$ cat src/rtl/instr_mem_loader.sv
// Packs a big-endian byte stream into 32-bit words and writes them to instruction memory from base_addr.
// One word per 5 cycles: 4 byte accepts, then 1 write. in_ready stalls while writing. LOADER_CHECKSUM_EN adds a trailing checksum byte.
module instr_mem_loader #(
  parameter int ADDR_W = 10,
  parameter int DATA_W = 32
) (
  input  logic              clk,
  input  logic              rst,
  input  logic              start,
  input  logic [ADDR_W-1:0] base_addr,
  input  logic [ADDR_W:0]   word_count,
  input  logic              in_valid,
  input  logic [7:0]        in_data,
  output logic              in_ready,
  output logic [ADDR_W-1:0] mem_a,
  output logic [DATA_W-1:0] mem_d,
  output logic              mem_we,
  output logic              busy,
  output logic              done,
  output logic              error
);

`ifdef LOADER_CHECKSUM_EN
  typedef enum logic [2:0] {IDLE, RECV, WRITE, CHK, DONE} state_t;
`else
  typedef enum logic [2:0] {IDLE, RECV, WRITE, DONE} state_t;
`endif

  state_t            state, state_nxt;
  logic [ADDR_W-1:0] base;
  logic [ADDR_W:0]   cnt;
  logic [ADDR_W:0]   word_idx;
  logic [1:0]        byte_cnt;
  logic [23:0]       asm_buf;
  logic              last_word;

  assign last_word = ((word_idx + (ADDR_W+1)'(1)) == cnt);

  always_comb begin
    state_nxt = state;
    in_ready  = 1'b0;
    mem_we    = 1'b0;
    busy      = 1'b1;
    done      = 1'b0;
    case (state)
      IDLE: begin
        busy = 1'b0;
        if (start) state_nxt = (word_count == '0) ? DONE : RECV;
      end
      DONE: begin
        busy = 1'b0;
        done = 1'b1;
        if (start) state_nxt = (word_count == '0) ? DONE : RECV;
      end
      RECV: begin
        in_ready = 1'b1;
        if (in_valid && byte_cnt == 2'd3) state_nxt = WRITE;
      end
      WRITE: begin
        mem_we = 1'b1;
        if (!last_word) state_nxt = RECV;
`ifdef LOADER_CHECKSUM_EN
        else state_nxt = CHK;
`else
        else state_nxt = DONE;
`endif
      end
`ifdef LOADER_CHECKSUM_EN
      CHK: begin
        in_ready = 1'b1;
        if (in_valid) state_nxt = DONE;
      end
`endif
      default: state_nxt = IDLE;
    endcase
  end

`ifdef LOADER_CHECKSUM_EN
  logic [7:0] csum;
  logic       err_q;

  always_ff @(posedge clk) begin
    if (rst) begin
      csum  <= '0;
      err_q <= 1'b0;
    end else begin
      case (state)
        IDLE, DONE: if (start) begin
          csum  <= '0;
          err_q <= 1'b0;
        end
        RECV: if (in_valid) csum <= csum + in_data;
        CHK:  if (in_valid) err_q <= ((csum + in_data) != 8'd0);
        default: ;
      endcase
    end
  end

  assign error = err_q;
`else
  assign error = 1'b0;
`endif

  // mem_a/mem_d load on the 4th byte so they are stable in WRITE and hold afterwards.
  always_ff @(posedge clk) begin
    if (rst) begin
      state    <= IDLE;
      base     <= '0;
      cnt      <= '0;
      word_idx <= '0;
      byte_cnt <= '0;
      asm_buf  <= '0;
      mem_a    <= '0;
      mem_d    <= '0;
    end else begin
      state <= state_nxt;
      case (state)
        IDLE, DONE: if (start) begin
          base     <= base_addr;
          cnt      <= word_count;
          word_idx <= '0;
          byte_cnt <= '0;
        end
        RECV: if (in_valid) begin
          byte_cnt <= byte_cnt + 2'd1;
          asm_buf  <= {asm_buf[15:0], in_data};
          if (byte_cnt == 2'd3) begin
            mem_a <= base + word_idx[ADDR_W-1:0];
            mem_d <= {asm_buf, in_data};
          end
        end
        WRITE: word_idx <= word_idx + (ADDR_W+1)'(1);
        default: ;
      endcase
    end
  end

endmodule
$ cat config.mk
export PLATFORM = sky130hd
export DESIGN_NAME = instr_mem_loader
export DESIGN_NICKNAME = d
export VERILOG_FILES = /design/src/rtl/instr_mem_loader.sv
export SDC_FILE = /design/constraint.sdc
export NUM_CORES = 1
export LEC_CHECK = 0
export ABC_AREA = 0
export CORE_ASPECT_RATIO = 0.6
export CORE_MARGIN = 2
export CORE_UTILIZATION = 55
export CTS_CLUSTER_DIAMETER = 30
export CTS_CLUSTER_SIZE = 14
export DETAILED_ROUTE_END_ITERATION = 10
export DONT_BUFFER_PORTS = 1
export PLACE_DENSITY = 0.8
export SLEW_MARGIN = 40
export SYNTH_ARGS = -nofsm -noshare
export SYNTH_HDL_FRONTEND = slang
export SYNTH_SLANG_ARGS = --single-unit
$ cat constraint.sdc
create_clock -name clk -period 5.5 [get_ports clk]
set_clock_uncertainty 0.15 [all_clocks]
set_input_delay 0.825 -clock clk [delete_from_list [all_inputs] [get_ports clk]]
set_output_delay 0.825 -clock clk [all_outputs]
set_load 0.01 [all_outputs]
==> flow_metrics.env, run 1 <==
export IMPL_synth_warnings=0
export IMPL_synthArstFlopShare_pct=0
export IMPL_fin_crit_ns=2.98
export IMPL_path_max_fanout=42
export IMPL_fmax_ghz=0.336
export IMPL_cts_made_buffers=9
export IMPL_instances_no_fill=670
export IMPL_dieArea_um2=9220
export IMPL_reg2reg_slack_ns=2.52
export IMPL_pwr_share_comb_pct=22.0
export IMPL_synth_largest_area_cell="dfxtp_1"
export IMPL_ys_types=51
export IMPL_synth_area_um2=4650
export IMPL_avgSynthCellArea_um2=7.90
export IMPL_place_ws_ns=2.25
export IMPL_synth_top_family_by_area="simple AND/OR/NAND/NOR gates"
export IMPL_synth_flop_cell="dfxtp_1"
export IMPL_drive_gt1_share_pct=5.69
export IMPL_critPathSlowestCell="nand2_2"
export IMPL_vdd_drop_max_mv=0.460
export IMPL_cts_tree="built"
export IMPL_ant_nets=0
export IMPL_cts_sinks=102
export IMPL_row_count=25
export IMPL_synth_area_leaders="dfxtp_1, nand2_1, a21oi_1"
export IMPL_layout_commonest_cell="nand2_1"
export IMPL_antenna_found_initial=0
export IMPL_synth_simple_area_share_pct=23.2
export IMPL_switching_share_pct=32.7
export IMPL_rsz0062_at_grt="no"
export IMPL_critPathMaxStageDelay_ns=0.54
export IMPL_post_cts_resized=0
export IMPL_grt_ovfl_total=0
export IMPL_drc=0
export IMPL_crit_buf_inv=1
export IMPL_synthXorXnorAreaFrac_pct=3.20
export IMPL_slew_viol_final=0
export IMPL_vias=3903
export IMPL_start_util_pct=57.8
export IMPL_setup_worst_path_start_class="register"
export IMPL_synthToLayoutAreaGrowth_pct=5.20
export IMPL_worst_pin_slew_ns=0.835
export IMPL_status="finished, final reports clean"
export IMPL_max_cap_violations=0
export IMPL_synthesis_nets=637
export IMPL_globalplace_congestion=0.874
export IMPL_final_hold_viol_count=0
export IMPL_clk_latency_ns=0.34
export IMPL_path_clk_slew_ns=0.07
export IMPL_max_slew_margin_pct=44.2
export IMPL_wl_mm=11.3
export IMPL_setup_violations=0
export IMPL_worstSetupPathType="register to register"
export IMPL_setup_slack_ns=2.52
export IMPL_synth_compound_area_share_pct=18.3
export IMPL_grt_max_degree=107
export IMPL_die_h_um=75.2
export IMPL_final_cell_mix="nand2_1, dfxtp_1, a21oi_1"
export IMPL_core_area_um2=8040
export IMPL_nets=606
export IMPL_firstDrtPassIters=5
export IMPL_syn_inst=588
export IMPL_seq_power_share_pct=44.1
export IMPL_cts_root_buf="clkbuf_16"
export IMPL_routedWlPerCell_um=16.9
export IMPL_insertedDiodeCount=0
export IMPL_cts_setup_buffers=0
export IMPL_drt_iter0_markers=341
export IMPL_worstPathCellList="inv_1, ha_1, and2_2, nand2_2, or3_1, a211o_1, o211ai_1"
export IMPL_port_buffers=0
export IMPL_fin_crit_sh_pct=54.2
export IMPL_ys_seq_area_share_pct=43.9
export IMPL_io_pins=80
export IMPL_internal_power_mw=1.30
export IMPL_critPathRequiredTime_ns=5.62
export IMPL_p_clk_share_pct=33.9
export IMPL_min_path_type="register to register"
export IMPL_place_hpwl_mm=7.95
export IMPL_path_delay_family="simple AND/OR/NAND/NOR gates"
export IMPL_htree_levels=3
export IMPL_synth_edf_count=0
export IMPL_powerDensity_nw_per_um2=394
export IMPL_leakage_nw=1.73
export IMPL_vias_per_cell=5.83
export IMPL_dp_cells=654
export IMPL_grt_first_pass_wirelength_mm=18.1
export IMPL_muxShareOfSynthArea_pct=1.16
export IMPL_ys_seq_elements=102
export IMPL_fin_setup_tns_ns=0
export IMPL_synthAdderAreaFrac_pct=4.47
export IMPL_end_kind="register"
export IMPL_cp_arrival_ns=3.10
export IMPL_first_global_vias=3654
export IMPL_die_x_um=123
export IMPL_cts_buffer_depth=2
export IMPL_ctsHoldBuffers=0
export IMPL_net_switching_power_mw=0.631
export IMPL_netlist_area_leader_share_pct=43.9
export IMPL_track_usage_pct=25.5
cell families after synthesis:
logic type | Yosys count
AO/OA/AOI/OAI | 145
XOR/XNOR | 17
adder cells (fa/ha/maj) | 16
buffers and inverters | 55
flip-flops | 102
multiplexers | 5
other | 1
AND/OR/NAND/NOR | 247
flip-flops by register name, indices dropped and copies added (netlist names):
register	cells
mem_d	32
asm_buf	24
cnt	11
word_idx	11
base	10
mem_a	10
byte_cnt	2
state	2
power groups by stage:
stage          Combinational (mW)  Clock, mW  Sequential, mW
2_1_floorplan               0.342          0           0.844
3_3_place_gp                0.389          0           0.861
3_5_place_dp                0.411          0           0.865
4_1_cts                     0.414      0.662           0.848
5_1_grt                     0.470      0.690           0.858
6_report                    0.423      0.653           0.850
worst register-to-register path, delay by kind of cell, from the launching register on:
family          cells  cell delay [ns]
flops               1             0.35
compound gates      2             0.30
buf+inv             1             0.10
simple gates        3             1.60
fa+ha+maj           1             0.41
stage by stage:
| step | util, % | instance area [µm²] | total power, mW | hold WS [ns] |
|---|---|---|---|---|
| after global placement | 56.9 | 4570 | 1.25 | 0.285 |
| after detailed placement | 56.9 | 4570 | 1.28 | 0.291 |
| after CTS | 60.7 | 4880 | 1.92 | 0.301 |
| after global routing | 60.8 | 4890 | 2.02 | 0.319 |
| final | 60.8 | 4890 | 1.93 | 0.300 |
| after floorplan | - | 4650 | 1.19 | 0.282 |
worst paths after layout:
check / start / to / depth (start not counted)
min: asm_buf[19] / mem_d[27] / 2
max reg2reg: state[1] / mem_a[8] / 7
max: state[1] / mem_a[8] / 7
min reg2reg: asm_buf[19] / mem_d[27] / 2
synthesized netlist by cell type (2+ instances only):
cell type  number
nor2b_1         4
nor4_1          5
o31ai_1         3
dfxtp_1       102
o21ai_0        13
ha_1           15
nor3_1          9
a22oi_1         9
a211oi_1        5
mux2i_1         2
nand4_1         2
o2111ai_1       2
nand3b_1        4
nand2_1       167
buf_4           3
inv_1          12
a311oi_1        2
nand2b_1        3
a21o_1          5
a21oi_1        92
nand3_1        13
o211ai_1        2
buf_2           4
o21a_1          3
xor2_1          6
buf_6           5
nor2_1         25
mux2_2          3
clkbuf_1       31
xnor2_1        11
and2_1          3
or3_1           4
area by class of cell:
class	instances	area (µm²)
Fill cell	701	3150
Multi-Input combinational cell	431	2350
Sequential cell	102	2040
Clock buffer	10	239
Tap cell	108	135
Clock inverter	6	68.8
Inverter	12	45.0
Timing Repair Buffer	1	7.51
layer usage:
layer | track usage (%) | part of all wire [%] | vias up
li1 | - | - | 1916
met1 | 34.2 | 46 | 1828
met5 | 0 | 0 | -
met3 | 10.5 | 10 | 15
met4 | 6.77 | 1.0 | 0
met2 | 38.4 | 42 | 144
Note: power is estimated with default switching activity, not from simulation.
==> run 2: changes to the inputs <==
clock period = 2.8 ns   (was 5.5 ns; I/O delays follow)
==> flow_metrics.env, run 2 (same netlist as run 1, synthesis figures left out) <==
export IMPL_drive_gt1_share_pct=6.67
export IMPL_routedWlPerCell_um=16.8
export IMPL_cts_sinks=102
export IMPL_cp_arrival_ns=2.57
export IMPL_final_fill_count=685
export IMPL_cts_setup_buffers=0
export IMPL_ant_nets=0
export IMPL_cts_root_buf="clkbuf_16"
export IMPL_nets=614
export IMPL_io_pins=80
export IMPL_clk_latency_ns=0.35
export IMPL_worst_pin_slew_ns=0.700
export IMPL_first_global_vias=3632
export IMPL_grt_max_degree=97
export IMPL_reg_top3="mem_d: 32 flops, asm_buf: 24 flops"
export IMPL_fin_crit_sh_pct=87.9
export IMPL_cts_made_buffers=9
export IMPL_htree_levels=3
export IMPL_status="finished, final reports clean"
export IMPL_drt_iter0_markers=319
export IMPL_drc=0
export IMPL_path_clk_slew_ns=0.08
export IMPL_cts_tree="built"
export IMPL_wl_mm=11.4
export IMPL_die_x_um=123
export IMPL_grt_first_pass_wirelength_mm=18.3
export IMPL_min_path_type="input pin to register"
export IMPL_fmax_ghz=0.406
export IMPL_dieArea_um2=9220
export IMPL_max_slew_margin_pct=53.3
export IMPL_largest_register_ff_count=32
export IMPL_powerDensity_nw_per_um2=773
export IMPL_grt_ovfl_total=0
export IMPL_cts_buffer_depth=2
export IMPL_critPathRequiredTime_ns=2.91
export IMPL_die_h_um=75.2
export IMPL_antenna_found_initial=0
export IMPL_worstSetupPathType="register to register"
export IMPL_final_hold_viol_count=0
export IMPL_critPathSlowestCell="dfxtp_1"
export IMPL_vias_per_cell=5.84
export IMPL_slew_viol_final=0
export IMPL_insertedDiodeCount=0
export IMPL_max_cap_violations=0
export IMPL_path_max_fanout=9
export IMPL_fin_crit_ns=2.46
export IMPL_path_delay_family="compound AO/OA/AOI/OAI gates"
export IMPL_power_total_mw=3.85
export IMPL_critPathMaxStageDelay_ns=0.56
export IMPL_worstPathCellList="ha_1, inv_1, fa_1, nor2b_1, o21a_1, o221ai_1, a211o_1, o211ai_1"
export IMPL_setup_worst_path_start_class="register"
export IMPL_core_area_um2=8040
export IMPL_max_flop_register="mem_d"
export IMPL_end_kind="register"
export IMPL_rsz0062_at_grt="no"
export IMPL_firstDrtPassIters=4
export IMPL_final_cell_mix="nand2_1, dfxtp_1, a21oi_1"
export IMPL_setup_violations=0
export IMPL_ctsHoldBuffers=2
export IMPL_post_cts_resized=0
export IMPL_start_util_pct=57.8
export IMPL_crit_buf_inv=1
export IMPL_port_buffers=0
export IMPL_layout_commonest_cell="nand2_1"
export IMPL_row_count=25
export IMPL_track_usage_pct=26.0
export IMPL_globalplace_congestion=0.883
export IMPL_place_hpwl_mm=7.83
export IMPL_vias=3961
export IMPL_leakage_nw=1.77
export IMPL_instances_no_fill=678
export IMPL_dp_cells=660
export IMPL_vdd_drop_max_mv=0.671
export IMPL_fin_setup_tns_ns=0
export IMPL_synthToLayoutAreaGrowth_pct=7.03
run 2: worst paths after layout:
kind,startpoint,endpoint,slack (ns),cells after the start
worst min register to register,asm_buf[17],mem_d[25],0.30,2
worst min-delay path,in_data[4],asm_buf[4],0.04,2
worst max register to register,word_idx[0],mem_a[8],0.34,8
worst max-delay path,word_idx[0],mem_a[8],0.34,8
run 2: routing by layer:
| layer | vias up | track usage (%) | wire length, µm |
|---|---|---|---|
| met3 | 18 | 10.7 | 1120 |
| met1 | 1831 | 35.9 | 5370 |
| met5 | - | 0 | 0 |
| met4 | 0 | 6.00 | 133 |
| met2 | 169 | 38.1 | 4780 |
| li1 | 1943 | - | - |
run 2: final cells by class:
cell class | count | area, µm² | share of cell area, %
Multi-Input combinational cell | 431 | 2350 | 47.3
Clock inverter | 7 | 85.1 | 1.71
Timing Repair Buffer | 9 | 90.1 | 1.81
Sequential cell | 102 | 2040 | 41.1
Clock buffer | 9 | 225 | 4.53
Tap cell | 108 | 135 | 2.72
Inverter | 12 | 45.0 | 0.906
run 2: report_power, final:
part / switching (mW) / internal [mW]
clock network: 0.588 / 0.712
registers: 0.110 / 1.56
logic: 0.588 / 0.289
total: 1.29 / 2.56
run 2: through the flow:
step	setup WS [ns]	utilization, %	area [µm²]	hold slack, ns
after floorplan	0.895	-	4650	0.282
after global placement	0.528	57.5	4620	0.288
final	0.338	61.9	4970	0.0448
after CTS	0.372	61.8	4970	0.0393
after global routing	0.207	61.9	4970	0.0376
after detailed placement	0.395	57.5	4620	0.289
==> run 3: changes to the inputs <==
PLACE_DENSITY = 0.83   (was 0.8)
clock period = 2.1 ns   (was 2.8 ns; I/O delays follow)
==> flow_metrics.env, run 3 (same netlist as run 1, synthesis figures left out) <==
export IMPL_final_hold_viol_count=95
export IMPL_nets=627
export IMPL_globalplace_congestion=0.921
export IMPL_max_cap_violations=0
export IMPL_htree_levels=3
export IMPL_setup_slack_ns=0.142
export IMPL_firstDrtPassIters=6
export IMPL_drt_iter0_markers=346
export IMPL_critPathRequiredTime_ns=2.21
export IMPL_cts_tree="built"
export IMPL_vias=3992
export IMPL_place_area_um2=4750
export IMPL_setup_violations=0
export IMPL_die_h_um=75.2
export IMPL_r2r_end="mem_a[6]"
export IMPL_hold_end="cnt[4]"
export IMPL_hold_ws_ns=-0.121
export IMPL_power_total_mw=5.28
export IMPL_track_usage_pct=25.6
export IMPL_cts_made_buffers=9
export IMPL_hp_start="rst"
export IMPL_path_delay_family="compound AO/OA/AOI/OAI gates"
export IMPL_place_ws_ns=-0.0700
export IMPL_gr_usage_met2_pct=37.4
export IMPL_violations="negative hold slack"
export IMPL_path_max_fanout=4
export IMPL_critPathSlowestCell="dfxtp_4"
export IMPL_io_pins=80
export IMPL_powerDensity_nw_per_um2=1030
export IMPL_leakage_nw=1.84
export IMPL_setup_worst_path_start_class="register"
export IMPL_layout_commonest_cell="nand2_1"
export IMPL_first_global_vias=3685
export IMPL_vdd_drop_max_mv=0.652
export IMPL_grt_ovfl_total=0
export IMPL_worstRegToRegCells=8
export IMPL_port_buffers=0
export IMPL_grt_first_pass_wirelength_mm=18.2
export IMPL_critPathMaxStageDelay_ns=0.37
export IMPL_use_met3_pct=8.79
export IMPL_status="finished with violations"
export IMPL_fin_setup_tns_ns=0
export IMPL_drc=0
export IMPL_reg2reg_slack_ns=0.14
export IMPL_cts_buffer_depth=2
export IMPL_drive_gt1_share_pct=11.1
export IMPL_ant_nets=0
export IMPL_slew_viol_final=0
export IMPL_row_count=25
export IMPL_fin_crit_sh_pct=93.2
export IMPL_clk_latency_ns=0.35
export IMPL_r2r_start="word_idx[0]"
export IMPL_worstPathCellList="ha_4, inv_1, fa_2, nor2b_1, o21a_1, o221a_2, nor3_1, o31ai_1"
export IMPL_core_area_um2=8040
export IMPL_dieArea_um2=9220
export IMPL_design_area_um2=5130
export IMPL_cts_sinks=102
export IMPL_die_x_um=123
export IMPL_vias_per_cell=5.78
export IMPL_end_kind="register"
export IMPL_fin_crit_ns=1.96
export IMPL_start_util_pct=57.8
export IMPL_min_path_type="input pin to register"
export IMPL_synthToLayoutAreaGrowth_pct=10.5
export IMPL_grt_busiest_layer="met2"
export IMPL_worstHoldPathCells=1
export IMPL_crit_buf_inv=1
export IMPL_max_flop_register="mem_d"
export IMPL_place_hpwl_mm=8.00
export IMPL_insertedDiodeCount=0
export IMPL_wl_mm=11.2
export IMPL_cp_arrival_ns=2.07
export IMPL_grt_max_degree=107
export IMPL_met1_usage_pct=36.8
export IMPL_fmax_ghz=0.511
export IMPL_reg_top3="mem_d: 32 flops, asm_buf: 24 flops"
export IMPL_path_clk_slew_ns=0.07
export IMPL_worstSetupStartpoint="word_idx[0]"
export IMPL_routedWlPerCell_um=16.1
export IMPL_cts_root_buf="clkbuf_16"
export IMPL_worstSetupPathType="register to register"
export IMPL_final_cell_mix="nand2_1, dfxtp_1, a21oi_1"
export IMPL_largest_register_ff_count=32
export IMPL_antenna_found_initial=0
==> run 3: cell type report <==
cell class	count	area [µm²]
Clock buffer	9	225
Clock inverter	7	92.6
Fill cell	740	2900
Inverter	12	45.0
Multi-Input combinational cell	431	2390
Sequential cell	102	2050
Tap cell	108	135
Timing Repair Buffer	22	190
==> run 3: how the worst max path moves through the flow <==
stage,end,slack [ns],cells past startpoint
final,mem_a[6],0.14,8
after global routing,mem_a[6],-0.03,8
after CTS,mem_a[8],0.002,8
after detailed placement,mem_a[9],-0.07,6
after global placement,mem_a[9],0.06,6
after floorplan,mem_a[8],0.20,8
==> run 3: what timing repair did <==
action / 4_1_cts / 5_1_grt
setup endpoints to repair: 1 / 21
gates resized for setup: 2 / 17
buffers inserted: 1 / 0
endpoints found under the hold margin: 98 / 98
pin swaps: 1 / 5
==> run 3: report_power, final <==
group	total, mW	leakage (nW)	internal, mW	switching (mW)
sequential	2.22	0.829	2.09	0.139
clock	1.74	0.155	0.953	0.786
combinational	1.32	0.853	0.501	0.816
total	5.28	1.84	3.54	1.74
==> run 3: metrics by stage <==
step | util, % | std cells
after CTS | 63.2 | 691
after global placement | 59.1 | 674
after global routing | 63.9 | 691
final | 63.9 | 691
after detailed placement | 59.1 | 674
after floorplan | - | 588
==> run 3: metal layers <==
layer	up-vias	share of wire (%)
met2	146	42
met1	1870	48
met3	10	9.5
met4	0	0.90
met5	-	0
li1	1966	-
